==> config.mk <==
export PLATFORM = sky130hd
export DESIGN_NAME = clk_period_meter
export DESIGN_NICKNAME = d
export VERILOG_FILES = /design/src/rtl/clk_meter_pkg.sv /design/src/rtl/sync_edge_detect.sv /design/src/rtl/clk_period_meter.sv
export SDC_FILE = /design/constraint.sdc
export NUM_CORES = 1
export LEC_CHECK = 0
export BUFFER_PORTS_ARGS = -buffer_cell sky130_fd_sc_hd__clkbuf_2
export CORE_MARGIN = 2
export CORE_UTILIZATION = 29
export CTS_BUF_LIST = sky130_fd_sc_hd__clkbuf_4 sky130_fd_sc_hd__clkbuf_8
export DETAILED_ROUTE_END_ITERATION = 8
export GPL_TIMING_DRIVEN = 0
export HOLD_SLACK_MARGIN = 0.03
export PLACE_DENSITY = 0.45
export SLEW_MARGIN = 20
export SYNTH_ARGS = -nofsm -noshare
export SYNTH_HDL_FRONTEND = slang
export SYNTH_SLANG_ARGS = --single-unit
==> constraint.sdc <==
create_clock -name clk_in -period 14.5 [get_ports clk_in]
set_input_delay 0 -clock clk_in [delete_from_list [all_inputs] [get_ports clk_in]]
set_output_delay 0 -clock clk_in [all_outputs]
set_load 0.01 [all_outputs]
==> src/rtl/clk_meter_pkg.sv <==
// Shared types and helpers for clk_period_meter: state encoding, default
// counter width and the absolute-difference function used by lock/duty checks.
package clk_meter_pkg;

    localparam int CNT_W_DEFAULT = 28;
    localparam int ABS_W         = 64;

    typedef enum logic [1:0] {
        IDLE    = 2'd0,
        ARM     = 2'd1,
        MEASURE = 2'd2
    } meter_state_e;

    // Operands are zero-extended by the caller, so this matches the narrower
    // unsigned difference exactly.
    function automatic logic [ABS_W-1:0] abs_diff(input logic [ABS_W-1:0] a,
                                                  input logic [ABS_W-1:0] b);
        return (a >= b) ? (a - b) : (b - a);
    endfunction

endpackage

==> src/rtl/sync_edge_detect.sv <==
// SYNC_STAGES-deep synchronizer for an asynchronous input, plus a delayed copy
// used to flag the first synchronized high cycle as a rising edge.
module sync_edge_detect #(
    parameter int SYNC_STAGES = 2
) (
    input  logic clk_in,
    input  logic rst,
    input  logic sig_in,
    output logic s,
    output logic rise
);

    logic [SYNC_STAGES-1:0] sync_q, sync_d;
    logic                   s_d_q, s_d_d;

    always_comb begin
        sync_d = {sync_q[SYNC_STAGES-2:0], sig_in};
        s_d_d  = sync_q[SYNC_STAGES-1];
    end

    // NOTE: sequential state uses <= only, so every flop samples the
    // pre-edge value of its neighbours and the chain shifts by one stage.
    always_ff @(posedge clk_in or posedge rst) begin
        if (rst) begin
            sync_q <= '0;
            s_d_q  <= 1'b0;
        end else begin
            sync_q <= sync_d;
            s_d_q  <= s_d_d;
        end
    end

    assign s    = sync_q[SYNC_STAGES-1];
    assign rise = s & ~s_d_q;

endmodule

==> src/rtl/clk_period_meter.sv <==
// Measures period and high time of a slow clock in clk_in cycles, with lock and
// sticky timeout. Optional duty_ok output under `CLK_PERIOD_METER_DUTY_EN.
module clk_period_meter
    import clk_meter_pkg::*;
#(
    parameter int               CNT_W       = CNT_W_DEFAULT,
    parameter int               SYNC_STAGES = 2,
    parameter logic [CNT_W-1:0] TIMEOUT_CYC = CNT_W'(20_000_000),
    parameter int               LOCK_COUNT  = 4,
    parameter int               TOL         = 1
) (
    input  logic             clk_in,
    input  logic             rst,
    input  logic             enable,
    input  logic             sig_in,
    output logic [CNT_W-1:0] period,
    output logic [CNT_W-1:0] high_time,
    output logic             meas_valid,
    output logic             locked,
    output logic             timeout
`ifdef CLK_PERIOD_METER_DUTY_EN
    ,
    output logic             duty_ok
`endif
);

    localparam int               LC_W     = (LOCK_COUNT < 1) ? 1 : $clog2(LOCK_COUNT + 1);
    localparam logic [LC_W-1:0]  LOCK_MAX = LC_W'(LOCK_COUNT);
    localparam logic [ABS_W-1:0] TOL_W    = ABS_W'(TOL);

    meter_state_e     state_q, state_d;
    logic [CNT_W-1:0] cnt_q, cnt_d;
    logic [CNT_W-1:0] hcnt_q, hcnt_d;
    logic [CNT_W-1:0] period_q, period_d;
    logic [CNT_W-1:0] high_q, high_d;
    logic [LC_W-1:0]  lock_cnt_q, lock_cnt_d;
    logic             mv_q, mv_d;
    logic             locked_q, locked_d;
    logic             timeout_q, timeout_d;
    logic             have_ref_q, have_ref_d;

    logic             s, rise;
    logic [CNT_W-1:0] new_period;
    logic             period_match;
    logic             at_limit;

    sync_edge_detect #(
        .SYNC_STAGES(SYNC_STAGES)
    ) u_sync (
        .clk_in(clk_in),
        .rst   (rst),
        .sig_in(sig_in),
        .s     (s),
        .rise  (rise)
    );

    // cnt is cleared on the edge cycle, so the edge-to-edge distance is cnt+1.
    assign new_period   = cnt_q + CNT_W'(1);
    assign period_match = abs_diff(ABS_W'(new_period), ABS_W'(period_q)) <= TOL_W;
    assign at_limit     = (cnt_q == TIMEOUT_CYC - CNT_W'(1));

`ifdef CLK_PERIOD_METER_DUTY_EN
    localparam logic [ABS_W-1:0] TOL2_W = ABS_W'(2 * TOL);
    logic duty_q, duty_d;
    logic duty_match;
    assign duty_match = abs_diff(ABS_W'(hcnt_q) << 1, ABS_W'(new_period)) <= TOL2_W;
`endif

    // NOTE: every variable gets its hold/default value first, so no branch
    // can leave one unassigned and infer a latch.
    always_comb begin
        state_d    = state_q;
        cnt_d      = cnt_q;
        hcnt_d     = hcnt_q;
        period_d   = period_q;
        high_d     = high_q;
        lock_cnt_d = lock_cnt_q;
        mv_d       = 1'b0;
        locked_d   = locked_q;
        timeout_d  = timeout_q;
        have_ref_d = have_ref_q;
`ifdef CLK_PERIOD_METER_DUTY_EN
        duty_d     = duty_q;
`endif

        if (!enable) begin
            // Disable outranks an edge arriving in the same cycle.
            state_d    = IDLE;
            cnt_d      = '0;
            hcnt_d     = '0;
            lock_cnt_d = '0;
            locked_d   = 1'b0;
            timeout_d  = 1'b0;
            have_ref_d = 1'b0;
`ifdef CLK_PERIOD_METER_DUTY_EN
            duty_d     = 1'b0;
`endif
        end else begin
            unique case (state_q)
                IDLE: begin
                    state_d = ARM;
                end
                ARM: begin
                    if (rise) begin
                        cnt_d   = '0;
                        hcnt_d  = CNT_W'(1);
                        state_d = MEASURE;
                    end else if (at_limit) begin
                        timeout_d  = 1'b1;
                        locked_d   = 1'b0;
                        lock_cnt_d = '0;
                        cnt_d      = '0;
                    end else begin
                        cnt_d = cnt_q + CNT_W'(1);
                    end
                end
                MEASURE: begin
                    if (rise) begin
                        period_d   = new_period;
                        high_d     = hcnt_q;
                        mv_d       = 1'b1;
                        timeout_d  = 1'b0;
                        cnt_d      = '0;
                        hcnt_d     = CNT_W'(1);
                        have_ref_d = 1'b1;
`ifdef CLK_PERIOD_METER_DUTY_EN
                        duty_d     = duty_match;
`endif
                        // The first period after ARM only seeds the comparison.
                        if (have_ref_q) begin
                            if (period_match) begin
                                if (lock_cnt_q != LOCK_MAX) begin
                                    lock_cnt_d = lock_cnt_q + LC_W'(1);
                                end
                                locked_d = (lock_cnt_d == LOCK_MAX);
                            end else begin
                                lock_cnt_d = '0;
                                locked_d   = 1'b0;
                            end
                        end
                    end else if (at_limit) begin
                        timeout_d  = 1'b1;
                        locked_d   = 1'b0;
                        lock_cnt_d = '0;
                        cnt_d      = '0;
                        hcnt_d     = '0;
                        have_ref_d = 1'b0;
                        state_d    = ARM;
                    end else begin
                        cnt_d = cnt_q + CNT_W'(1);
                        if (s) begin
                            hcnt_d = hcnt_q + CNT_W'(1);
                        end
                    end
                end
                default: begin
                    state_d = IDLE;
                end
            endcase
        end
    end

    always_ff @(posedge clk_in or posedge rst) begin
        if (rst) begin
            state_q    <= IDLE;
            cnt_q      <= '0;
            hcnt_q     <= '0;
            period_q   <= '0;
            high_q     <= '0;
            lock_cnt_q <= '0;
            mv_q       <= 1'b0;
            locked_q   <= 1'b0;
            timeout_q  <= 1'b0;
            have_ref_q <= 1'b0;
        end else begin
            state_q    <= state_d;
            cnt_q      <= cnt_d;
            hcnt_q     <= hcnt_d;
            period_q   <= period_d;
            high_q     <= high_d;
            lock_cnt_q <= lock_cnt_d;
            mv_q       <= mv_d;
            locked_q   <= locked_d;
            timeout_q  <= timeout_d;
            have_ref_q <= have_ref_d;
        end
    end

`ifdef CLK_PERIOD_METER_DUTY_EN
    always_ff @(posedge clk_in or posedge rst) begin
        if (rst) begin
            duty_q <= 1'b0;
        end else begin
            duty_q <= duty_d;
        end
    end

    assign duty_ok = duty_q;
`endif

    assign period     = period_q;
    assign high_time  = high_q;
    assign meas_valid = mv_q;
    assign locked     = locked_q;
    assign timeout    = timeout_q;

endmodule

# Word level (Yosys, flattened, before mapping)
# Cells that the tools add are included.
# totals
ff_bits	124
inputBits	4
out_inout_bits	59
# op_classes
n_addsub	5
n_lt_le_gt_ge	2
n_eq_ne	15
n_mux	48
bitwise_logic	2
n_reduce_logical	8
# ops
operator	count
$mux 28	9
$le 64x1->1 const B	1
$mux 64	1
$sub 28x28->29	2
$add 28x1->28 const B	2
$pmux 28 s2	1
$mux 3	12
$eq 28x25->1 const B	1
$ge 28x28->1	1
$mux 1	17
$ne 3x3->1 const B	5
$reduce_and 3->1	4
$mux 2	4
$ne 3x1->1 const B	2
$pmux 2 s3	1
$pmux 3 s2	1
$ne 5x4->1 const B	1
$ne 4x4->1 const B	1
$pmux 1 s2	2
$reduce_and 2->1	2
$add 3x1->3 const B	1
$eq 3x3->1 const B	1
$eq 2x1->1 const B	1
$eq 2x2->1 const B	1
6 further kinds	6

# Depth between registers and ports, before layout
# Gate-level depths: netlist of run 1.
# logic_depth
depth_word	15
mapped_depth	24
depth_no_buf	20

# By module
# A second synthesis of run 1 with hierarchy kept.
# unflattened
cells_unflattened	1086
area_unflattened_um2	9111.2
# modules_own_cells
mod	instances	cells_each	area_each_um2	seq_area_each_um2
clk_period_meter	1	1081	9018.6	3027.9
sync_edge_detect	1	5	92.6	75.1

# Least setup slack after synthesis of run 1
# No wires, ideal clock.
# synth_timing
kind	reg2reg
start	reg cnt_q[2]
end	reg lock_cnt_q[2]
setup_time_ns	0.078
t_arrival_ns	5.336
slack_ns	9.087
path_stages_with_launch	23
synth_period_minus_slack_ns	5.413
cell_sequence	dfrtp_1 and3_1 and3_1 and3_1 clkbuf_1 nand2_1 or4_1 clkbuf_1 or2_1 nor2_1 xnor2_1 inv_1 ha_1 and4_1 a31oi_1 o21a_2 o211a_4 nand2_4 or4_1 or4b_4 a2111oi_4 nand4_1 a21oi_1
# synth_between
elab_chain_len	9
# synth_lines
element	line	rtl
start, declared	clk_period_meter.sv:32	logic [CNT_W-1:0] cnt_q, cnt_d;
start signal, assigned	clk_period_meter.sv:177	cnt_q <= cnt_d;
$add 28x1->28 *	clk_period_meter.sv:58	assign new_period = cnt_q + CNT_W'(1);
named net new_period[25]	clk_period_meter.sv:43	logic [CNT_W-1:0] new_period;
$sub 28x28->29 / $ge 28x28->1 (equally long branches)	clk_meter_pkg.sv:18	return (a >= b) ? (a - b) : (b - a);
$mux 64 *	clk_meter_pkg.sv:18	
$le 64x1->1 *	clk_period_meter.sv:59	assign period_match = abs_diff(ABS_W'(new_period), ABS_W'(period_q)) <= TOL_W;
$mux 3 *	clk_period_meter.sv:131	if (period_match) begin
$mux 3 *	clk_period_meter.sv:130	if (have_ref_q) begin
$mux 3 *	clk_period_meter.sv:118	if (rise) begin
$pmux 3 s2 *	clk_period_meter.sv:99	unique case (state_q)
$mux 3 *	clk_period_meter.sv:86	if (!enable) begin
end signal, assigned	clk_period_meter.sv:181	lock_cnt_q <= lock_cnt_d;
end, declared	clk_period_meter.sv:36	logic [LC_W-1:0] lock_cnt_q, lock_cnt_d;
# The timed path passes the listed nets; every way through them passes the cells marked *. The select of a mux whose other input is x is not followed.
# A chain may end at the register's enable or synchronous reset.

# Worst setup path in the final report of run 1
# Same ends and word-level chain as after synthesis.

==> results.yml, run 1 <==
drt:
  vias_per_cell: 5.02
  vias: 8308
  wl_per_cell_microns: 17.3
  drcViolationCount: 0
  dr.first_iter.drc_count: 446
  drt-total-wl_microns: 28700
  antenna_left: 0
  drt-pass1-iter-count: 5
sta:
  period_share: 0.446
  tns_ps: 0
  rsz0062_at_grt: "no"
  hold_viol: 0
  slew_headroom: 0.267
  whs_ps: 179
  fin_skew_ps: 16.1
  finalSetupViolCount: 0
  slew_viol_final: 0
  max_clock_freq_mhz: 155
  worstMarginPinSlew_ps: 1090
  fin_crit_ps: 6470
die:
  die_x_microns: 184
  num_rows: 66
  dieArea_sq_um: 34000
  ioPinCount: 63
  start_util: 0.292
  core-area_sq_um: 32300
  fp.dieH_microns: 184
pwr:
  p_leak_nw: 5.05
  max-vdd-ir-drop_uv: 52.5
  p_per_area_nw_per_um2: 125
clock_network:
  cts_buffers: 17
  cts_tree: "yes"
  clockBufferDepth: 2
  cts.repair.resized: 0
  root_buffer: "clkbuf_8"
  path_clk_slew_ps: 90
  htreeDepth: 4
  insertion_delay_ps: 460
  clock_sinks: 124
final_layout:
  layout_commonest_cell: "nand2_1"
  stdcell_count: 1654
  diodes: 0
  nets: 1269
  final_cell_mix: "nand2_1, dfrtp_1, o21ai_0"
  area_delta_synth_final_pct: 13.8
  drive_above_1_share: 0.160
worst_hold_path:
  hold_path_class: "input port to flop"
logic_synthesis:
  synth-edff-count: 0
  yosysSeqAreaShare: 0.329
  syn_area_sq_um: 9430
  synthArstFlopShare: 1.00
  syn-num-nets: 1184
  syn_area_per_cell_sq_um: 8.46
  syn_inst: 1114
  synth_ff_type: "dfrtp_1"
  ys_warn_count: 0
  synth-seq-cells: 124
  synth_cell_types: 97
outcome:
  status: "finished clean"
grt:
  grt_usage: 0.173
  grt_pass1_vias: 8220
  antenna_found_initial: 1
  grt_pass1_wl_microns: 45600
  grt_max_degree: 95
  gr-total-overflow: 0
worst_setup_path:
  critPathArrivalTime_ps: 6850
  critical_path_peak_fanout: 9
  crit_type: "flop to flop"
  cp.required_ps: 14880
  start_kind: "flop"
  endpoint_kind: "flop"
place:
  hpwlAfterDp_microns: 22700
  io_buffers: 61
  post-place-cells: 1618
  gp_congestion: 0.871
run:
  max_cap_viol_count: 0
-- per-layer routing --
metal / wire length [microns] / share of wire / global-route usage
met5: 0 / 0 / 0
met4: 873 / 0.030 / 0.0730
met3: 918 / 0.032 / 0.0243
met2: 13500 / 0.47 / 0.287
met1: 13400 / 0.47 / 0.225
-- report_power, final --
group / switching, W / internal (W)
combinational: 0.000421 / 0.000263
sequential: 0.0000108 / 0.000354
clock: 0.000158 / 0.000138
-- cell type report --
| class | instances | area (sq um) |
|---|---|---|
| well taps | 442 | 553 |
| plain buffers | 47 | 270 |
| fillers | 3461 | 21600 |
| flip-flops and latches | 124 | 3100 |
| clock inverters | 15 | 136 |
| repair buffers | 66 | 373 |
| inverters | 87 | 334 |
| multi-input cells | 856 | 5730 |
| clock buffers | 17 | 234 |
-- worst max-delay path, cell delays in order (launching register included) --
cell	delay, ps
dfrtp_1	430
and3_1	220
and3_1	250
and3_1	170
clkbuf_1	200
nand2_1	110
or4_1	520
clkbuf_1	210
or2_1	330
nor2_1	150
xnor2_1	230
inv_1	90
ha_1	460
and4_1	310
nand3_1	270
a311oi_2	770
nor4_2	140
o21a_1	230
or4b_1	550
and4bb_1	440
nand4_1	130
a21oi_1	170
-- sequential cells by signal, indices dropped and copies added (netlist names) --
register       cells
cnt_q             28
have_ref_q         1
hcnt_q            28
high_time         28
lock_cnt_q         3
locked             1
meas_valid         1
period            28
state_q            2
timeout            1
u_sync.s_d_q       1
u_sync.sync_q      2
-- Yosys cell counts (5+ instances only) --
master	number	area share
a21boi_0	9	0.0072
a21o_1	16	0.013
a21oi_1	78	0.041
a31oi_1	5	0.0033
and2_1	6	0.0040
and3_1	17	0.011
and4_1	7	0.0065
buf_2	10	0.0053
buf_4	5	0.0040
buf_6	7	0.0084
clkbuf_1	23	0.0092
dfrtp_1	124	0.33
ha_1	64	0.085
inv_1	87	0.035
mux2_2	26	0.031
mux2i_1	7	0.0074
nand2_1	126	0.050
nand3_1	40	0.021
nand4_1	23	0.015
nor2_1	69	0.027
nor2b_1	6	0.0040
nor3_1	21	0.011
nor4_1	5	0.0033
o21a_1	5	0.0040
o21ai_0	109	0.058
o21ai_1	10	0.0053
o21bai_1	6	0.0048
o31ai_1	7	0.0056
or3_1	12	0.0080
xnor2_1	32	0.030
xor2_1	35	0.033
-- metrics by stage --
step / total power (W) / utilization / instance area, sq um / worst slack [ps]
final: 0.00134 / 0.332 / 10700 / 8030
after global routing: 0.00143 / 0.332 / 10700 / 7540
after CTS: 0.00135 / 0.332 / 10700 / 8030
after detailed placement: 0.00105 / 0.320 / 10300 / 8090
after global placement: 0.00105 / 0.319 / 10300 / 8110
after floorplan: 0.000866 / - / 9430 / 9090
-- cell families after synthesis --
logic type / after synthesis / synth area share
AOI/OAI and AO/OA: 312 / 0.213
xor gates and xnor gates: 67 / 0.0623
adders and majority gates: 66 / 0.0892
buffers and inverters: 134 / 0.0633
DFF: 124 / 0.329
muxes: 33 / 0.0385
and+or+nand+nor: 378 / 0.205
-- worst paths after layout --
| path | depth (start not counted) | from | endpoint | slack (ps) |
|---|---|---|---|---|
| worst max-delay path | 21 | cnt_q[2] | lock_cnt_q[2] | 8030 |
| worst min-delay path | 2 | sig_in | u_sync.sync_q[0] | 180 |
| worst max register to register | 21 | cnt_q[2] | lock_cnt_q[2] | 8030 |
| worst min register to register | 0 | u_sync.sync_q[0] | u_sync.sync_q[1] | 360 |
| max in group asynchronous | 5 | rst | period[19] | 13120 |
| min in group asynchronous | 4 | rst | hcnt_q[4] | 640 |
-- repair_timing --
action                                 CTS  global route
setup buffers                            0             0
hold buffers                             4             0
endpoints found under the hold margin  135             0
(Power assumes the default switching activity.)
==> run 2: changes to the inputs <==
Settings changed: ABC_AREA set to 1.
Clock period 14.5 ns to 6.5 ns, I/O delays scaled along.
==> results.yml, run 2 <==
outcome:
  status: "finished clean"
logic_synthesis:
  synth_top_cell_area_share: 0.302
  synth_cell_types: 49
  syn_area_per_cell_sq_um: 6.50
  synth_common_cells: "nand2_1, inv_1, dfrtp_1"
  syn_area_sq_um: 10300
  synth_most_common_cell: "nand2_1"
  synth-edff-count: 0
  yosysTopAreaCell: "dfrtp_1"
  syn_inst: 1580
  synthArstFlopShare: 1.00
  synth-seq-cells: 124
  syn-num-nets: 1650
  yosysSeqAreaShare: 0.302
  synth_area_leaders: "dfrtp_1, nand2_1, inv_1"
  synth_ff_type: "dfrtp_1"
  ys_warn_count: 0
clock_network:
  post_cts_buffers: 0
  cts_buffers: 17
  cts_tree: "yes"
  htreeDepth: 4
  insertion_delay_ps: 460
  cts.repair.resized: 0
  clockBufferDepth: 2
  clock_sinks: 124
  path_clk_slew_ps: 80
  root_buffer: "clkbuf_8"
  cts_hold_buf: 3
sta:
  slew_headroom: 0.549
  period_share: 0.862
  fin_skew_ps: 10.6
  tns_ps: 0
  fin_crit_ps: 5600
  rsz0062_at_grt: "no"
  worstMarginPinSlew_ps: 676
  slew_viol_final: 0
  finalSetupViolCount: 0
  worst_slack_ps: 898
  hold_viol: 0
  max_clock_freq_mhz: 179
drt:
  dr.first_iter.drc_count: 368
  drcViolationCount: 0
  antenna_left: 0
  vias: 9884
  vias_per_cell: 4.64
  drt-pass1-iter-count: 5
  drt-total-wl_microns: 32300
  wl_per_cell_microns: 15.2
die:
  start_util: 0.296
  dieArea_sq_um: 36900
  fp.dieH_microns: 192
  die_x_microns: 192
  ioPinCount: 63
  core-area_sq_um: 34700
  num_rows: 68
final_layout:
  fillers: 3936
  stdcell_count: 2132
  final_cell_mix: "nand2_1, inv_1, dfrtp_1"
  drive_above_1_share: 0.106
  diodes: 0
  nets: 1734
  layout_commonest_cell: "nand2_1"
  area_delta_synth_final_pct: 13.3
run:
  max_cap_viol_count: 0
worst_setup_path:
  cp.required_ps: 6900
  critical_path_peak_fanout: 10
  critPathArrivalTime_ps: 6000
  crit_type: "flop to flop"
  max_stage_delay_ps: 520
  endpoint_kind: "flop"
  start_kind: "flop"
  slowest_stage: "dfrtp_1"
grt:
  antenna_found_initial: 0
  grt_usage: 0.182
  grt_max_degree: 75
  grt_pass1_wl_microns: 51700
  grt_pass1_vias: 9758
  gr-total-overflow: 0
place:
  hpwlAfterDp_microns: 26700
  post-place-cells: 2097
  gp_congestion: 0.865
  io_buffers: 61
  post-place-ws_ps: 862
pwr:
  p_leak_nw: 6.11
  max-vdd-ir-drop_uv: 140
  p_per_area_nw_per_um2: 421
worst_hold_path:
  hold_path_class: "input port to async pin"
[run 2: cell types whose count changed after synthesis, moves of 26 or more]
cell and change:
nor2_1 +31, mux2_2 -26, xnor2_1 -29, nand2_1 +379, inv_1 +194, nand3_1 +42
[run 2: final timing paths]
path / startpoint / endpoint / slack (ps) / cells past startpoint
setup reg to reg: cnt_q[0] / lock_cnt_q[2] / 900 / 32
hold / removal: rst / high_time[18] / 100 / 3
hold reg to reg: u_sync.sync_q[0] / u_sync.sync_q[1] / 360 / 0
setup / recovery: cnt_q[0] / lock_cnt_q[2] / 900 / 32
min in group clk_in: sig_in / u_sync.sync_q[0] / 190 / 2
max in group asynchronous: rst / lock_cnt_q[0] / 5680 / 4
[run 2: per-stage QoR]
stage               area, sq um  hold WS (ps)   util  total power [W]
finish                    11600          99.2  0.335          0.00490
CTS                       11600          81.4  0.335          0.00497
global placement          11100           109  0.321          0.00418
detailed placement        11200          44.6  0.322          0.00419
floorplan                 10300          31.4      -          0.00324
global route              11600           132  0.335          0.00542
[run 2: kinds of logic (layout without fill, tap and decap cells)]
logic type      Yosys count  in the layout  synth area share
compound gates          226            226             0.121
xor+xnor                 33             33            0.0289
fa+ha+maj                66             66            0.0819
buf+inv                 326            423             0.123
flops                   124            124             0.302
simple gates            805            805             0.343
[run 2: worst max-delay path, delay by kind of cell, from the launching register on]
kind                       cells  cell delay [ps]
xor gates and xnor gates       1              430
adders and majority gates      2              730
buffers and inverters          3              310
DFF                            1              520
and+or+nand+nor               26             3550
[run 2: where the power goes]
part           switching [W]  total [W]  leakage, nW  internal (W)
sequential          0.000176    0.00113         1.65      0.000954
clock               0.000354   0.000739        0.209      0.000385
combinational        0.00206    0.00303         4.25      0.000973
[run 2: final cells by class]
type                            count  area [sq um]  area share
Clock buffer                       17           234      0.0201
Timing Repair Buffer               65           363      0.0312
Buffer                             30           153      0.0131
Clock inverter                     15           188      0.0161
Multi-Input combinational cell   1130          5900       0.507
Tap cell                          455           569      0.0490
Inverter                          296          1120      0.0962
Sequential cell                   124          3100       0.267
[run 2: per-layer routing]
metal | vias up | share of wire | global-route usage | routed length [microns]
met5 | - | 0 | 0 | 0
met4 | 0 | 0.022 | 0.0564 | 697
met3 | 43 | 0.025 | 0.0250 | 822
met2 | 124 | 0.50 | 0.325 | 16100
met1 | 4573 | 0.46 | 0.224 | 14700
li1 | 5144 | - | - | -
